File: config.mk
export PLATFORM = sky130hd
export DESIGN_NAME = regfile_2w4r
export DESIGN_NICKNAME = d
export VERILOG_FILES = /design/src/rtl/regfile_2w4r_pkg.sv /design/src/rtl/rf_read_port.sv /design/src/rtl/regfile_2w4r.sv
export SDC_FILE = /design/constraint.sdc
export NUM_CORES = 2
export LEC_CHECK = 0
export BUFFER_PORTS_ARGS = -buffer_cell sky130_fd_sc_hd__buf_2
export CORE_MARGIN = 3
export CORE_UTILIZATION = 40
export DETAILED_ROUTE_END_ITERATION = 12
export PLACE_DENSITY_LB_ADDON = 0.3
export SETUP_SLACK_MARGIN = 0.5
export SYNTH_ARGS = -nofsm -noshare
export SYNTH_HDL_FRONTEND = slang
export SYNTH_SLANG_ARGS = --single-unit
File: constraint.sdc
create_clock -name clk -period 4.2 [get_ports clk]
set_input_delay 0.21 -clock clk [delete_from_list [all_inputs] [get_ports clk]]
set_output_delay 0.21 -clock clk [all_outputs]
set_load 0.1 [all_outputs]
File: src/rtl/regfile_2w4r_pkg.sv
// Shared constants and helpers for the dual-issue architectural register file.
//   REG_ADDR_BUS : default register index width
//   REG_BUS      : default register data width
//   REG_NUM      : default number of architectural registers
//   ZERO_REG     : index of the hard-wired zero register
//   slot2_wins() : write-back arbitration between the two write ports
package regfile_2w4r_pkg;

   localparam int unsigned REG_ADDR_BUS = 5;
   localparam int unsigned REG_BUS      = 32;
   localparam int unsigned REG_NUM      = 2 ** REG_ADDR_BUS;
   localparam int unsigned ZERO_REG     = 0;

   // Slot 2 wins unless slot 1 alone carries the younger tag. Equal tags are
   // illegal and resolve to slot 2.
   function automatic logic slot2_wins(input logic wnum1, input logic wnum2);
      return wnum2 | ~wnum1;
   endfunction

endpackage

File: src/rtl/rf_read_port.sv
// One combinational operand read port with write-through bypass.
//   raddr            : register index to read
//   we*/waddr*/wdata*/wnum* : both same-cycle write-back ports with order tags
//   mem_word         : stored value of mem[raddr]
//   busy_bit         : scoreboard bit of raddr
//   rdata            : x0 -> 0, else bypassed write data, else stored value
//   rbusy            : pending producer, masked by a same-cycle write and for x0
module rf_read_port
   import regfile_2w4r_pkg::*;
#(
   parameter int unsigned DATA_WIDTH = REG_BUS,
   parameter int unsigned ADDR_WIDTH = REG_ADDR_BUS
) (
   input  logic [ADDR_WIDTH-1:0] raddr,
   input  logic                  we1,
   input  logic [ADDR_WIDTH-1:0] waddr1,
   input  logic [DATA_WIDTH-1:0] wdata1,
   input  logic                  wnum1,
   input  logic                  we2,
   input  logic [ADDR_WIDTH-1:0] waddr2,
   input  logic [DATA_WIDTH-1:0] wdata2,
   input  logic                  wnum2,
   input  logic [DATA_WIDTH-1:0] mem_word,
   input  logic                  busy_bit,
   output logic [DATA_WIDTH-1:0] rdata,
   output logic                  rbusy
);

   logic is_zero;
   logic hit1;
   logic hit2;

   assign is_zero = (raddr == ADDR_WIDTH'(ZERO_REG));
   assign hit1    = we1 && (waddr1 == raddr);
   assign hit2    = we2 && (waddr2 == raddr);

   always_comb begin
      rdata = mem_word;
      rbusy = 1'b0;
      if (is_zero) begin
         rdata = '0;
      end else begin
         if (hit1 && hit2) begin
            rdata = slot2_wins(wnum1, wnum2) ? wdata2 : wdata1;
         end else if (hit2) begin
            rdata = wdata2;
         end else if (hit1) begin
            rdata = wdata1;
         end
         // The write retiring this cycle is the producer the bit was waiting on.
         rbusy = busy_bit && !(hit1 || hit2);
      end
   end

endmodule

File: src/rtl/regfile_2w4r.sv
// Architectural integer register file for the dual-issue pipeline.
//   clk, rst_n                  : core clock, asynchronous active-low reset
//   we/waddr/wdata/wnum 1,2     : conflict-resolved write-back ports with order tags
//   iss_we/iss_waddr 1,2        : destinations issued this cycle (scoreboard set)
//   raddr0..3 / rdata0..3       : combinational operand reads with write bypass
//   rbusy0..3                   : source still has a pending producer
module regfile_2w4r
   import regfile_2w4r_pkg::*;
#(
   parameter int unsigned DATA_WIDTH = REG_BUS,
   parameter int unsigned ADDR_WIDTH = REG_ADDR_BUS
) (
   input  logic                  clk,
   input  logic                  rst_n,
   input  logic                  we1,
   input  logic                  we2,
   input  logic [ADDR_WIDTH-1:0] waddr1,
   input  logic [ADDR_WIDTH-1:0] waddr2,
   input  logic [DATA_WIDTH-1:0] wdata1,
   input  logic [DATA_WIDTH-1:0] wdata2,
   input  logic                  wnum1,
   input  logic                  wnum2,
   input  logic                  iss_we1,
   input  logic                  iss_we2,
   input  logic [ADDR_WIDTH-1:0] iss_waddr1,
   input  logic [ADDR_WIDTH-1:0] iss_waddr2,
   input  logic [ADDR_WIDTH-1:0] raddr0,
   input  logic [ADDR_WIDTH-1:0] raddr1,
   input  logic [ADDR_WIDTH-1:0] raddr2,
   input  logic [ADDR_WIDTH-1:0] raddr3,
   output logic [DATA_WIDTH-1:0] rdata0,
   output logic [DATA_WIDTH-1:0] rdata1,
   output logic [DATA_WIDTH-1:0] rdata2,
   output logic [DATA_WIDTH-1:0] rdata3,
   output logic                  rbusy0,
   output logic                  rbusy1,
   output logic                  rbusy2,
   output logic                  rbusy3
);

   localparam int unsigned Depth = 2 ** ADDR_WIDTH;

   logic [DATA_WIDTH-1:0] mem_q [Depth];
   logic [DATA_WIDTH-1:0] mem_d [Depth];
   logic [Depth-1:0]      busy_q;
   logic [Depth-1:0]      busy_d;

   // Writes are suppressed during reset so the bypass cannot leak data out.
   logic we1_live;
   logic we2_live;
   logic w1_en;
   logic w2_en;

   assign we1_live = we1 && rst_n;
   assign we2_live = we2 && rst_n;

   // Only the winning port updates storage on a same-address double write.
   always_comb begin
      w1_en = we1_live && (waddr1 != ADDR_WIDTH'(ZERO_REG));
      w2_en = we2_live && (waddr2 != ADDR_WIDTH'(ZERO_REG));
      if (w1_en && w2_en && (waddr1 == waddr2)) begin
         if (slot2_wins(wnum1, wnum2)) begin
            w1_en = 1'b0;
         end else begin
            w2_en = 1'b0;
         end
      end
   end

   always_comb begin
      mem_d = mem_q;
      if (w1_en) mem_d[waddr1] = wdata1;
      if (w2_en) mem_d[waddr2] = wdata2;
   end

   // Clears first, then sets: a newly issued producer is younger than the
   // one retiring on the same index.
   always_comb begin
      busy_d = busy_q;
      if (we1_live) busy_d[waddr1] = 1'b0;
      if (we2_live) busy_d[waddr2] = 1'b0;
      if (iss_we1)  busy_d[iss_waddr1] = 1'b1;
      if (iss_we2)  busy_d[iss_waddr2] = 1'b1;
      busy_d[ZERO_REG] = 1'b0;
   end

   always_ff @(posedge clk or negedge rst_n) begin
      if (!rst_n) begin
         mem_q  <= '{default: '0};
         busy_q <= '0;
      end else begin
         mem_q  <= mem_d;
         busy_q <= busy_d;
      end
   end

   logic [ADDR_WIDTH-1:0] raddr_arr [4];
   logic [DATA_WIDTH-1:0] rdata_arr [4];
   logic [3:0]            rbusy_arr;

   assign raddr_arr[0] = raddr0;
   assign raddr_arr[1] = raddr1;
   assign raddr_arr[2] = raddr2;
   assign raddr_arr[3] = raddr3;

   for (genvar k = 0; k < 4; k++) begin : g_rd
      rf_read_port #(
         .DATA_WIDTH (DATA_WIDTH),
         .ADDR_WIDTH (ADDR_WIDTH)
      ) u_rd (
         .raddr    (raddr_arr[k]),
         .we1      (we1_live),
         .waddr1   (waddr1),
         .wdata1   (wdata1),
         .wnum1    (wnum1),
         .we2      (we2_live),
         .waddr2   (waddr2),
         .wdata2   (wdata2),
         .wnum2    (wnum2),
         .mem_word (mem_q[raddr_arr[k]]),
         .busy_bit (busy_q[raddr_arr[k]]),
         .rdata    (rdata_arr[k]),
         .rbusy    (rbusy_arr[k])
      );
   end

   assign rdata0 = rdata_arr[0];
   assign rdata1 = rdata_arr[1];
   assign rdata2 = rdata_arr[2];
   assign rdata3 = rdata_arr[3];
   assign rbusy0 = rbusy_arr[0];
   assign rbusy1 = rbusy_arr[1];
   assign rbusy2 = rbusy_arr[2];
   assign rbusy3 = rbusy_arr[3];

endmodule

==> impl_results.md <==
- Worst Path Required: between 3 and 4 ns
- First-pass GRT wire length: 594 mm
- Metal-1 WL: 142 mm
- Vias in the first global route: 74.0k
- Worst setup EP type: output pin
- Syn Nets: between 7k and 8k
- Detailed-route via count: 77.2k
- Status: completed
- Final Core Density: ~46%
- Peak supply drop: 0.000404 V
- Hold Path End: mem_q[867]
- Post-route minimum period: 3.84 ns
- Predominant post-synthesis flop cell: dfrtp_1
- Number of fill cells in the layout: 18.9k
- Synthesis warning total: 0
- I/O pin count: 244
- Reg clk slew, reported paths: approximately 0.060 ns
- CP Class: input pin to output pin
- Number of routed nets with antenna violations: 0
- Buf/Inv on CP: 3
- Hold crit path type: input pin to register
- Total power: 0.0436 W
- Share of post-route cells with drive strength above 1: 28.9%
- Detail Route met3 WL: between 60 and 70 mm
- Max Buffers Root-to-Sink: 3
- Core area: 213000 µm²
- Crit path arrival time: around 3.6 ns
- Seq cells post-synth: 1055
- Largest stage delay, worst path: 0.67 ns
- Pre-antenna DRT Iters: 9
- Width of the die: 470 µm
- R2R cell count: 3
- DR top layer: met5
- Detailed Route WL: 425 mm
- Family with the most delay on the worst path: buffers and inverters
- Largest net degree at the start of global routing: 176
- Die span in y: between 400 and 500 µm
- Max-Cap Viols: 0
- Initial antenna violation count: 41
- I/O Buffers: around 240
- Final net count: around 7.6k
- Met2 wire len: 173 mm
- Slew HR: between 10% and 20%
- # H-tree levels: 3
- # placed instances: between 10k and 15k
- Clk_skew: 0 ns
- Root Buffer: clkbuf_16
- Setup WS post-layout: 0.363 ns
- Post-detail-place hpwl: 263 mm
- Crit-path most repeated cell: buf_12
- DR vias/cell: 7.36
- Final setup TNS: 0 ns
- Slowest library cell on the worst path: nor4_1
- Worst-path fanout max: 73
- Seq/Total Area, Yosys: a little under a third
- Reg2reg end: busy_q[4]
- Period utilisation layout: between 90% and 100%
- Fmax: 261 MHz
- CTS Buf Count: 120
- Post-Syn Instances: slightly below 8k
- Residual DRC: 0
- Distinct cells, synth: 59
- Reg-to-Reg Start: busy_q[4]
- Initial Util: between 40 and 50%
- DP Worst Slack: 0.282 ns
- Wire length per cell: 40.5 µm
- Power Dens Cells: 445 nW/µm²
- Ys async rst share: 100%
- Reg2reg setup slack: 2.70 ns
- Worst skew pair latency: between 0.7 and 0.8 ns
- EDFF count, synth: 0
- Placer's final routability congestion estimate: 1.01
- RSZ-0062 raised after global routing: yes
- Full die area: 221000 µm²
- Finished Layout Cells: 10.5k
- Fin. Hold Viols: 0
- Post-Syn Area: about 86000 µm²
- Hold path startpoint: wdata2[3]
- CP startpoint kind: input pin
- CTS tree: done
- Leakage: 36.0 nW
- Worst-path cell chain: buf_12 -> buf_12 -> mux4_2 -> mux2i_1 -> a22o_1 -> nor4_1 -> a211oi_1 -> a211oi_2 -> buf_12
- Mean Syn Cell Area: around 11 µm²
- GRT overflow: 0
- P&R area growth vs syn: 13.9%
- Clk sinks: 1055
- Initial DRC count: 12.9k
- Worst Max-Slew Pin Slew: 1.32 ns
- Total global routing track utilization: 37.6%
- Hold Crit Depth: 3
- Number of max-slew violations in the final report: 0
- Setup violators final: 0
- Num rows: 169
==> area by class of cell <==
type                            instances  area, µm²  share of cell area (%)
Tap cell                             2821       3530                    3.60
Multi-Input combinational cell       5693      55900                    57.0
Inverter                                5       18.8                  0.0192
Antenna cell                           37       92.6                  0.0945
Timing Repair Buffer                  652       7630                    7.79
Clock buffer                          158       3420                    3.49
Sequential cell                      1055      26400                    27.0
Clock inverter                         68       1010                    1.03
==> worst max-delay path by stage <==
stage                   start          to  slack, ns  cells past startpoint
finish              raddr1[2]  rdata1[20]       0.36                      9
detailed placement  raddr1[1]  rdata1[24]       0.28                      9
floorplan           raddr2[0]  rdata2[24]       0.50                     10
global route        mem_q[53]  rdata1[21]       0.49                      7
CTS                 raddr0[0]   rdata0[9]       0.50                      9
global placement    raddr1[1]  rdata1[24]       0.35                      9
==> per-stage QoR <==
step                      area [µm²]  hold slack [ns]
final                          98000           0.0422
after global routing           97900           0.0565
after CTS                      97800          0.00129
after detailed placement       92900           0.0208
after global placement         92900           0.0210
after floorplan                86300          -0.0856
==> report_power, final <==
group | internal [W] | total [W] | leakage [nW] | switching (W)
sequential | 0.0124 | 0.0156 | 13.5 | 0.00318
clock | 0.00712 | 0.0122 | 2.18 | 0.00504
combinational | 0.00755 | 0.0158 | 20.3 | 0.00829
==> kinds of logic (layout without fill, tap and decap cells) <==
group                  Yosys count  in the layout  synth area share, %
AO/OA/AOI/OAI                 1658           1658                 11.4
XOR/XNOR                        45             45                0.458
AND/OR/NAND/NOR               1519           1519                 7.90
multiplexers                  2471           2471                 44.2
buffers and inverters         1038            883                 5.31
flip-flops                    1055           1055                 30.7
other                            0             37                    0
==> sequential cells by signal, summed over array words and instances (netlist names) <==
| register | count |
|---|---|
| mem_q | 1024 |
| busy_q | 31 |
==> synthesized netlist by cell type, drive strengths merged (25+ instances only) <==
cell type	number	area share, %
a21oi	197	1.1
nand3	29	0.17
o21ai	913	5.3
dfrtp	1055	31
buf	387	2.5
nor3	60	0.36
a22o	28	0.29
a221o	56	0.65
xnor2	25	0.25
a22oi	158	1.4
a211oi	102	0.89
o22ai	119	0.87
and3	26	0.19
nor4	42	0.33
nor2	237	1.3
o221ai	53	0.54
nor2b	107	0.78
mux2	137	1.8
nand2	937	4.1
mux4	1048	27
clkbuf	646	2.8
mux2i	1286	15
==> metal layers <==
layer / track usage, % / up-vias
met1: 45.1 / 38300
met2: 52.2 / 7325
met3: 15.3 / 2146
met4: 32.4 / 16
met5: 0.303 / -
li1: - / 29400
==> tightest hold or removal path, delay by kind of cell <==
kind | cells | cell delay [ns]
buffers and inverters | 1 | 0.37
AOI/OAI and AO/OA | 1 | 0.05
and+or+nand+nor | 1 | 0.15
==> what timing repair did <==
action	CTS	global route
pin swaps	1	0
buffers inserted	0	0
setup endpoints to repair	7	355
gates resized for setup	8	15
hold endpoints to repair	304	0
hold buffers	40	0
==> cell usage in the layout (no fill, tap or decap), drive strengths merged, types with 5 or more instances in the layout <==
cell / n
o221ai: 53
a2111oi: 7
mux4: 1048
nor3b: 11
or3b: 8
buf: 612
o22ai: 119
clkinv: 35
a221o: 56
mux2i: 1286
nand2: 937
o211ai: 13
xor2: 20
mux2: 137
nand3: 29
a21oi: 197
nand3b: 14
o21ai: 913
dfrtp: 1055
and3: 26
nand4: 5
a22oi: 158
a22o: 28
nor3: 60
dlygate4sd3: 39
diode: 37
inv: 8
clkbuf: 159
nor2: 237
nor4: 42
a211oi: 102
or2: 10
or3: 7
nor2b: 107
and2: 10
xnor2: 25
nand2b: 11
clkinvlp: 7
bufinv: 23
Power figures use the tool's default switching activity.
